**config.mk**
```make
export PLATFORM = sky130hd
export DESIGN_NAME = conv_event_arbiter
export DESIGN_NICKNAME = d
export VERILOG_FILES = /design/src/rtl/conv_event_arbiter.sv
export SDC_FILE = /design/constraint.sdc
export NUM_CORES = 1
export LEC_CHECK = 0
export ABC_AREA = 1
export BUFFER_PORTS_ARGS = -buffer_cell sky130_fd_sc_hd__buf_2
export CAP_MARGIN = 20
export CELL_PAD_IN_SITES_DETAIL_PLACEMENT = 1
export CELL_PAD_IN_SITES_GLOBAL_PLACEMENT = 1
export CORE_MARGIN = 2
export CORE_UTILIZATION = 30
export DETAILED_ROUTE_END_ITERATION = 8
export GPL_TIMING_DRIVEN = 0
export HOLD_SLACK_MARGIN = 0.15
export PLACE_DENSITY = 0.9
export SYNTH_ARGS = -nofsm -noshare
export SYNTH_HDL_FRONTEND = slang
export SYNTH_SLANG_ARGS = --single-unit
```
**constraint.sdc**
```tcl
create_clock -name clk -period 2.2 [get_ports clk]
set_input_delay 0.44 -clock clk [delete_from_list [all_inputs] [get_ports clk]]
set_output_delay 0.44 -clock clk [all_outputs]
set_load 0.05 [all_outputs]
```
**src/rtl/conv_event_arbiter.sv**
```systemverilog
// conv_event_arbiter: round-robin sharing of one convolution core between
// N_REQ event-capture channels, with a timestep-marker barrier.
// Optional build macro ARB_ACK_TIMEOUT_EN adds a conv_ack watchdog in GRANT
// and the timeout_err output; without it GRANT waits indefinitely.
module conv_event_arbiter #(
  parameter int N_REQ       = 4,
  parameter int EVENT_WIDTH = 24,
  parameter int SRC_WIDTH   = (N_REQ > 1) ? $clog2(N_REQ) : 1,
  parameter int ACK_TIMEOUT = 1024
) (
  input  logic                         clk,
  input  logic                         rst,
  input  logic                         enable,
  input  logic [N_REQ-1:0]             req_mask,
  input  logic [N_REQ-1:0]             req_valid,
  input  logic [N_REQ-1:0]             req_is_ts,
  input  logic [N_REQ*EVENT_WIDTH-1:0] req_data,
  output logic [N_REQ-1:0]             req_ack,
  input  logic                         conv_ready,
  output logic                         event_valid,
  output logic [EVENT_WIDTH-1:0]       event_data,
  output logic [SRC_WIDTH-1:0]         event_src,
  input  logic                         conv_ack,
  output logic                         ts_start,
  input  logic                         ts_done,
  output logic                         busy
`ifdef ARB_ACK_TIMEOUT_EN
  ,
  output logic                         timeout_err
`endif
);

  typedef enum logic [2:0] {
    ST_ARB      = 3'd0,
    ST_GRANT    = 3'd1,
    ST_TS_ACK   = 3'd2,
    ST_TS_START = 3'd3,
    ST_TS_WAIT  = 3'd4
  } state_t;

  // Unsupported parameter combinations show up as this named block in the
  // elaborated hierarchy.
  if (N_REQ < 2 || N_REQ > 16 || ACK_TIMEOUT < 1) begin : g_unsupported_config
  end

  state_t                   state_q, state_d;
  logic [N_REQ-1:0]         ts_seen_q, ts_seen_d;
  logic [SRC_WIDTH-1:0]     rr_ptr_q, rr_ptr_d;
  logic [N_REQ-1:0]         req_ack_q, req_ack_d;
  logic                     event_valid_q, event_valid_d;
  logic [EVENT_WIDTH-1:0]   event_data_q, event_data_d;
  logic [SRC_WIDTH-1:0]     event_src_q, event_src_d;
  logic                     ts_start_q, ts_start_d;
  logic                     busy_q, busy_d;

`ifdef ARB_ACK_TIMEOUT_EN
  localparam int CNT_W = $clog2(ACK_TIMEOUT + 1);
  logic [CNT_W-1:0]         ack_cnt_q, ack_cnt_d;
  logic                     timeout_err_q, timeout_err_d;
`endif

  logic [EVENT_WIDTH-1:0]   req_word [N_REQ];
  logic [N_REQ-1:0]         eligible;
  logic                     barrier_hit;
  logic                     win_found;
  logic [SRC_WIDTH-1:0]     win_idx;

  // Split the flat head-word bus and form per-channel eligibility.
  for (genvar gi = 0; gi < N_REQ; gi++) begin : g_chan
    assign req_word[gi] = req_data[gi*EVENT_WIDTH +: EVENT_WIDTH];
    assign eligible[gi] = req_valid[gi] & req_mask[gi] & ~ts_seen_q[gi];
  end

  // Every participating channel has delivered its marker; masked channels
  // count as done so they never hold the barrier up.
  assign barrier_hit = (req_mask != '0) && (&(ts_seen_q | ~req_mask));

  // Round-robin search: first eligible channel strictly after rr_ptr.
  always_comb begin
    logic [SRC_WIDTH-1:0] cand;
    win_found = 1'b0;
    win_idx   = '0;
    cand      = '0;
    for (int k = 1; k <= N_REQ; k++) begin
      cand = SRC_WIDTH'((int'(rr_ptr_q) + k) % N_REQ);
      if (!win_found && eligible[cand]) begin
        win_found = 1'b1;
        win_idx   = cand;
      end
    end
  end

  // Next-state and next-output computation for the arbiter sequence.
  always_comb begin
    state_d       = state_q;
    ts_seen_d     = ts_seen_q;
    rr_ptr_d      = rr_ptr_q;
    req_ack_d     = '0;
    event_valid_d = event_valid_q;
    event_data_d  = event_data_q;
    event_src_d   = event_src_q;
    ts_start_d    = 1'b0;
`ifdef ARB_ACK_TIMEOUT_EN
    ack_cnt_d     = ack_cnt_q;
    timeout_err_d = 1'b0;
`endif

    case (state_q)
      ST_ARB: begin
        if (barrier_hit) begin
          // Barrier wins over grants and ignores enable.
          state_d    = ST_TS_START;
          ts_start_d = 1'b1;
        end else if (enable && win_found) begin
          if (req_is_ts[win_idx]) begin
            // Markers are consumed locally; the core never sees them.
            state_d            = ST_TS_ACK;
            ts_seen_d[win_idx] = 1'b1;
            req_ack_d[win_idx] = 1'b1;
            rr_ptr_d           = win_idx;
          end else if (conv_ready) begin
            state_d            = ST_GRANT;
            event_valid_d      = 1'b1;
            event_data_d       = req_word[win_idx];
            event_src_d        = win_idx;
            req_ack_d[win_idx] = 1'b1;
            rr_ptr_d           = win_idx;
`ifdef ARB_ACK_TIMEOUT_EN
            ack_cnt_d          = '0;
`endif
          end
        end
      end

      ST_GRANT: begin
        if (conv_ack) begin
          event_valid_d = 1'b0;
          state_d       = ST_ARB;
        end
`ifdef ARB_ACK_TIMEOUT_EN
        else if (ack_cnt_q == CNT_W'(ACK_TIMEOUT - 1)) begin
          // Core never answered: drop the event and report it.
          event_valid_d = 1'b0;
          timeout_err_d = 1'b1;
          state_d       = ST_ARB;
        end else begin
          ack_cnt_d = ack_cnt_q + CNT_W'(1);
        end
`endif
      end

      ST_TS_ACK: begin
        state_d = ST_ARB;
      end

      ST_TS_START: begin
        state_d = ST_TS_WAIT;
      end

      ST_TS_WAIT: begin
        if (ts_done) begin
          ts_seen_d = '0;
          state_d   = ST_ARB;
        end
      end

      default: begin
        state_d = ST_ARB;
      end
    endcase

    busy_d = (state_d != ST_ARB);
  end

  // All state and outputs are registered; reset is synchronous.
  always_ff @(posedge clk) begin
    if (rst) begin
      state_q       <= ST_ARB;
      ts_seen_q     <= '0;
      rr_ptr_q      <= SRC_WIDTH'(N_REQ - 1);
      req_ack_q     <= '0;
      event_valid_q <= 1'b0;
      event_data_q  <= '0;
      event_src_q   <= '0;
      ts_start_q    <= 1'b0;
      busy_q        <= 1'b0;
`ifdef ARB_ACK_TIMEOUT_EN
      ack_cnt_q     <= '0;
      timeout_err_q <= 1'b0;
`endif
    end else begin
      state_q       <= state_d;
      ts_seen_q     <= ts_seen_d;
      rr_ptr_q      <= rr_ptr_d;
      req_ack_q     <= req_ack_d;
      event_valid_q <= event_valid_d;
      event_data_q  <= event_data_d;
      event_src_q   <= event_src_d;
      ts_start_q    <= ts_start_d;
      busy_q        <= busy_d;
`ifdef ARB_ACK_TIMEOUT_EN
      ack_cnt_q     <= ack_cnt_d;
      timeout_err_q <= timeout_err_d;
`endif
    end
  end

  assign req_ack     = req_ack_q;
  assign event_valid = event_valid_q;
  assign event_data  = event_data_q;
  assign event_src   = event_src_q;
  assign ts_start    = ts_start_q;
  assign busy        = busy_q;
`ifdef ARB_ACK_TIMEOUT_EN
  assign timeout_err = timeout_err_q;
`endif

endmodule

```
# After elaboration in Yosys (flattened, before gate mapping)

Index checks and enable logic that the tools add are counted.

Register bits after elaboration: 42
Latch bits: 0
Memory bits (writable): 0
Memory bits (read-only): 0
Input port bits: 114
Memories kept: 0

Add/subtract/negate cells: 4
Multiply operators: 0
Div/mod/pow operators: 0
Magnitude comparators: 7
Eq/ne operators: 10
Shifts and indexed selects: 0
Mux-type cells: 46
Bitwise operators: 20
Reduce and logical (&&, ||, !) cells: 22

Operator list:

| operator            | count |
|---|---|
| $bmux 24 s2         | 1 |
| $mux 24             | 2 |
| $mux 4              | 6 |
| $mux 3              | 6 |
| $mux 1              | 16 |
| $lt 2x3->1 const B  | 5 |
| $ne 2x2->1 const B  | 7 |
| $mux 2              | 6 |
| $pmux 3 s4          | 1 |
| $bmux 1 s2          | 5 |
| $reduce_and 5->1    | 2 |
| $and 1x1->1         | 8 |
| $not 1->1           | 8 |
| $or 4x4->4          | 2 |
| $pmux 4 s2          | 1 |
| $reduce_and 4->1    | 2 |
| $logic_and 1x1->1   | 6 |
| $reduce_and 6->1    | 1 |
| $reduce_bool 2->1   | 3 |
| $add 2x1->2 const B | 2 |
| $add 2x2->2 const B | 2 |
| $not 4->4           | 1 |
| $reduce_bool 4->1   | 1 |
| $reduce_or 4->1     | 1 |
| 12 further kinds    | 14 |

# Longest topological paths before layout

Word-level depth: 23
Gate-level depth with buffers: 22
Gate-level depth less buffers: 21

# Least setup slack after synthesis

Ideal clock, no wire load.

Kind: reg-to-reg
Start point: register rr_ptr_q[0]
End point: register event_data_q[22], in the netlist event_data[22]
Setup time: 0.118 ns
Data arrival time: 1.823 ns
Path slack: 0.260 ns
Stages on the path, launching flop included: 18
Cell sequence: dfxtp_1 > buf_6 > clkinv_4 > nand2_2 > nand2_2 > inv_2 > nand3_2 > nand2_2 > nor2_2 > nand2_4 > nand2_2 > nor2_2 > inv_2 > nor3_4 > nand3_4 > buf_6 > o21ai_1 > a21oi_2

Cells in the longest elaborated chain, start to end: 17
Elaborated cells on any way between the ends: 35
Those cells by class: add/sub: 4; mux: 21; bitwise: 2; reduce/logical: 8

Ends and longest elaborated chain:

| what                                                         | RTL line | RTL |
|---|---|---|
| start, declared                                              | 48       | `logic [SRC_WIDTH-1:0] rr_ptr_q, rr_ptr_d;` |
| start signal, assigned                                       | 180      | `rr_ptr_q <= SRC_WIDTH'(N_REQ - 1);` |
| start signal, assigned                                       | 194      | `rr_ptr_q <= rr_ptr_d;` |
| $add 2x1->2                                                  | 85       | `cand = SRC_WIDTH'((int'(rr_ptr_q) + k) % N_REQ);` |
| $bmux 1 s2                                                   | 86       | `if (!win_found && eligible[cand]) begin` |
| $mux 1 (implied by the code)                                 | 86       |  |
| $mux 1                                                       | 86       |  |
| $logic_not 1->1                                              | 86       |  |
| $logic_and 1x1->1                                            | 86       |  |
| $mux 1                                                       | 86       |  |
| $logic_not 1->1                                              | 86       |  |
| $logic_and 1x1->1                                            | 86       |  |
| $mux 1                                                       | 86       |  |
| $logic_not 1->1                                              | 86       |  |
| $logic_and 1x1->1                                            | 86       |  |
| $mux 2                                                       | 86       |  |
| $bmux 1 s2 or $not 2->3 (tied branches)                      | 115, 124 |  |
| $mux 1 (implied by the code) or $bmux 24 s2 (tied branches)  | 115, 124 |  |
| $not 1->1 (no source line) or $mux 24 (tied branches)        | -        |  |
| $reduce_and 5->1 (no source line) or $mux 24 (tied branches) | -        |  |
| end signal, assigned                                         | 197      | `event_data_q <= event_data_d;` |
| end, declared                                                | 51       | `logic [EVENT_WIDTH-1:0] event_data_q, event_data_d;` |

Parallel ways exist; a longest one is shown, timed or not. The select of a mux whose other input is x is not followed.
A chain may end at the register's enable or synchronous reset.

# Worst setup path after layout

Start point: register rr_ptr_q[0]
End point: register event_data_q[8], in the netlist event_data[8]

The elaborated chain is that of the path after synthesis.

==> metrics.txt <==
design area=4250 um^2; RSZ-0062 raised after global routing=true; Worst setup EP type=flop; warnings from Yosys=0; full die area=9740 um^2; gr usage total=21.2%; startpoint types=flop; first-pass GRT wire length=16.6 mm; library cells used by synthesis=30; synthesized instance count=410; initial antenna violation count=0; post-route ant nets=0; Slew @ Worst Pin=774 ps; vias in the first global route=3504; Fill cells=1124; GPL Wtd Cong=0.793; Worst R2R Path Depth=17; Power Dens Cells=2020 nW/um^2; Layout Nets=704; Hold WS=346 ps; Final Hold Viols=0; CTS max path bufs=2; sequential area share after synthesis=31.3%; CTS tree=built; fraction of layout cells with a size suffix above 1=48.6%; Placed Area=3550 um^2; fin crit period=2250 ps; R2R Setup Slk=-50 ps; max-cap viol count=0; Die Ht=98.7 um; Synth-to-Final Area Change=57.9%; Avg Inst Size Synth=6.56 um^2; mapped cell area=2690 um^2; hold path cells=2; number of synthesized register bits=42; Num CTS Buffers=5; Worst Path Required=2400 ps; Worst-Skew Late Latency=300 ps; Final Setup Violations=24; Reg clk slew, reported paths=90 ps; DR vias/cell=4.88; Initial Util=30.8%; Root Driver=clkbuf_8; EDFF count, synth=0; worst r2r src=rr_ptr_q[0]$_SDFFE_PP1P_; IO buf count=146; commonest non-fill, non-tap cell in the layout=buf_2; WP data arrival=2460 ps; Top-Level Pins=147; most used cell, CP=nand2_4; Async S/R FF share, synth=0%; period utilization=102%; Synth Flop Type=dfxtp_1; TNS Setup=-686 ps; initial DRC count=53; cell chain of the critical path=buf_8 -> clkinv_8 -> nand2_4 -> nand2_4 -> inv_4 -> nand3_4 -> nand2_4 -> nor2_4 -> nand2_4 -> nand2_4 -> nor2_4 -> inv_2 -> nor3_4 -> nand3_4 -> buf_6 -> o21ai_2 -> a21oi_2; Post-Syn Nets=524; Fmax=444 MHz; Slew HR=48.4%; DIE WIDTH=98.7 um; CP max stage delay=340 ps; Pleak=0.00208 uW; DRC viols=0; Post-CTS Hold Buffers=0; Worst R2R End=event_data[8]$_SDFFE_PP0P_; largest net degree at the start of global routing=14; 1st-pass router iterations=4; grt ovf=0; Slew Limit Fails=0; Site Rows=34; final setup margin=-52.3 ps; Clock Skews=7.73 ps; failing checks=negative setup slack; Vias=3408; worst-path fanout max=8; Post-Route WL=10.9 mm; Setup crit end=event_data[8]$_SDFFE_PP0P_; n_diodes=0; Setup CP Type=flop to flop; H-tree depth=2; Peak supply drop=0.00127 V; Post-Place Worst Slack=-135 ps; most frequent cells in the layout=146 x buf_2, 125 x nand2_1, 47 x inv_1; Max stage delay cell, worst path=dfxtp_2; wire per inst=15.6 um; clock sinks=42; Hold Path Class=primary input to flop; Final HPWL DP=7.93 mm; crit path from=rr_ptr_q[0]$_SDFFE_PP1P_; status=finished with violations; Core Footprint=8720 um^2
## state kept, by name, summed over array words and instances (netlist names)
signal / flops
event_data: 24
req_ack: 4
ts_start: 1
ts_seen_q: 4
event_src: 2
rr_ptr_q: 2
state_q: 3
busy: 1
event_valid: 1
## cell families (layout without fill, tap and decap cells)
| kind of cell | Yosys count | after routing | synth area share, % |
|---|---|---|---|
| AO/OA/AOI/OAI | 65 | 65 | 13.5 |
| buffers and inverters | 74 | 254 | 14.0 |
| flip-flops | 42 | 42 | 31.3 |
| AND/OR/NAND/NOR | 229 | 230 | 41.3 |
## cell type report
cell class | count | area (um^2) | share of cell area [%]
plain buffers | 17 | 184 | 4.33
clock buffers | 6 | 72.6 | 1.71
clock inverters | 2 | 37.5 | 0.884
inverters | 57 | 249 | 5.87
multi-input cells | 295 | 1760 | 41.6
flip-flops and latches | 42 | 846 | 19.9
well taps | 108 | 135 | 3.18
repair buffers | 172 | 957 | 22.5
## where the power goes
part           switching, uW  internal [uW]
clock                    281            339
combinational           4370           2410
sequential               139           1020
total                   4790           3770
## Yosys cell counts, types with 5 or more instances
library cell | n | area, um^2
a21oi_1 | 29 | 145
nand3_2 | 5 | 50.1
nand2_2 | 14 | 87.6
dfxtp_1 | 42 | 841
o21ai_1 | 24 | 120
inv_1 | 49 | 184
buf_6 | 10 | 113
nand2_1 | 140 | 526
a21oi_2 | 5 | 43.8
nor2_1 | 9 | 33.8
nand3_1 | 18 | 90.1
inv_2 | 6 | 22.5
nand4_1 | 29 | 181
## how the worst min path moves through the flow
stage,start,end,slack (ps)
6_report,rst,event_valid$_SDFFE_PP0P_,350
5_1_grt,rst,event_valid$_SDFFE_PP0P_,340
4_1_cts,rst,event_valid$_SDFFE_PP0P_,340
3_5_place_dp,event_data[15]$_SDFFE_PP0P_,event_data[15]$_SDFFE_PP0P_,440
3_3_place_gp,event_data[7]$_SDFFE_PP0P_,event_data[7]$_SDFFE_PP0P_,430
2_1_floorplan,ts_seen_q[0]$_SDFFE_PP0P_,ts_seen_q[0]$_SDFFE_PP0P_,460
## critical path, delay by kind of cell (launching register included)
| family | cells | cell delay, ps |
|---|---|---|
| compound gates | 2 | 200 |
| buf+inv | 5 | 540 |
| flops | 1 | 340 |
| simple gates | 10 | 1070 |
## layer usage
metal | vias up | part of all wire, % | wire, um | global-route usage, %
met4 | 0 | 1.1 | 121 | 4.74
met2 | 114 | 54 | 5930 | 40.8
met5 | - | 0 | 0 | 0
met3 | 11 | 6.4 | 699 | 5.82
li1 | 1688 | - | - | -
met1 | 1595 | 38 | 4180 | 23.1
## through the flow
| stage | instances | total power (uW) | utilization [%] |
|---|---|---|---|
| after floorplan | 410 | 5130 | - |
| after global placement | 664 | 6230 | 40.8 |
| after detailed placement | 664 | 6430 | 40.8 |
| after CTS | 686 | 7620 | 44.5 |
| after global routing | 699 | 9210 | 48.7 |
| final | 699 | 8560 | 48.7 |
## repair_timing
| action | 4_1_cts | 5_1_grt |
|---|---|---|
| buffers inserted | 10 | 14 |
| gates cloned | 4 | 0 |
| pin swaps | 6 | 30 |
| gates resized for setup | 27 | 72 |
| setup endpoints to repair | 31 | 36 |
No activity file was read; power rests on OpenSTA's default activity.
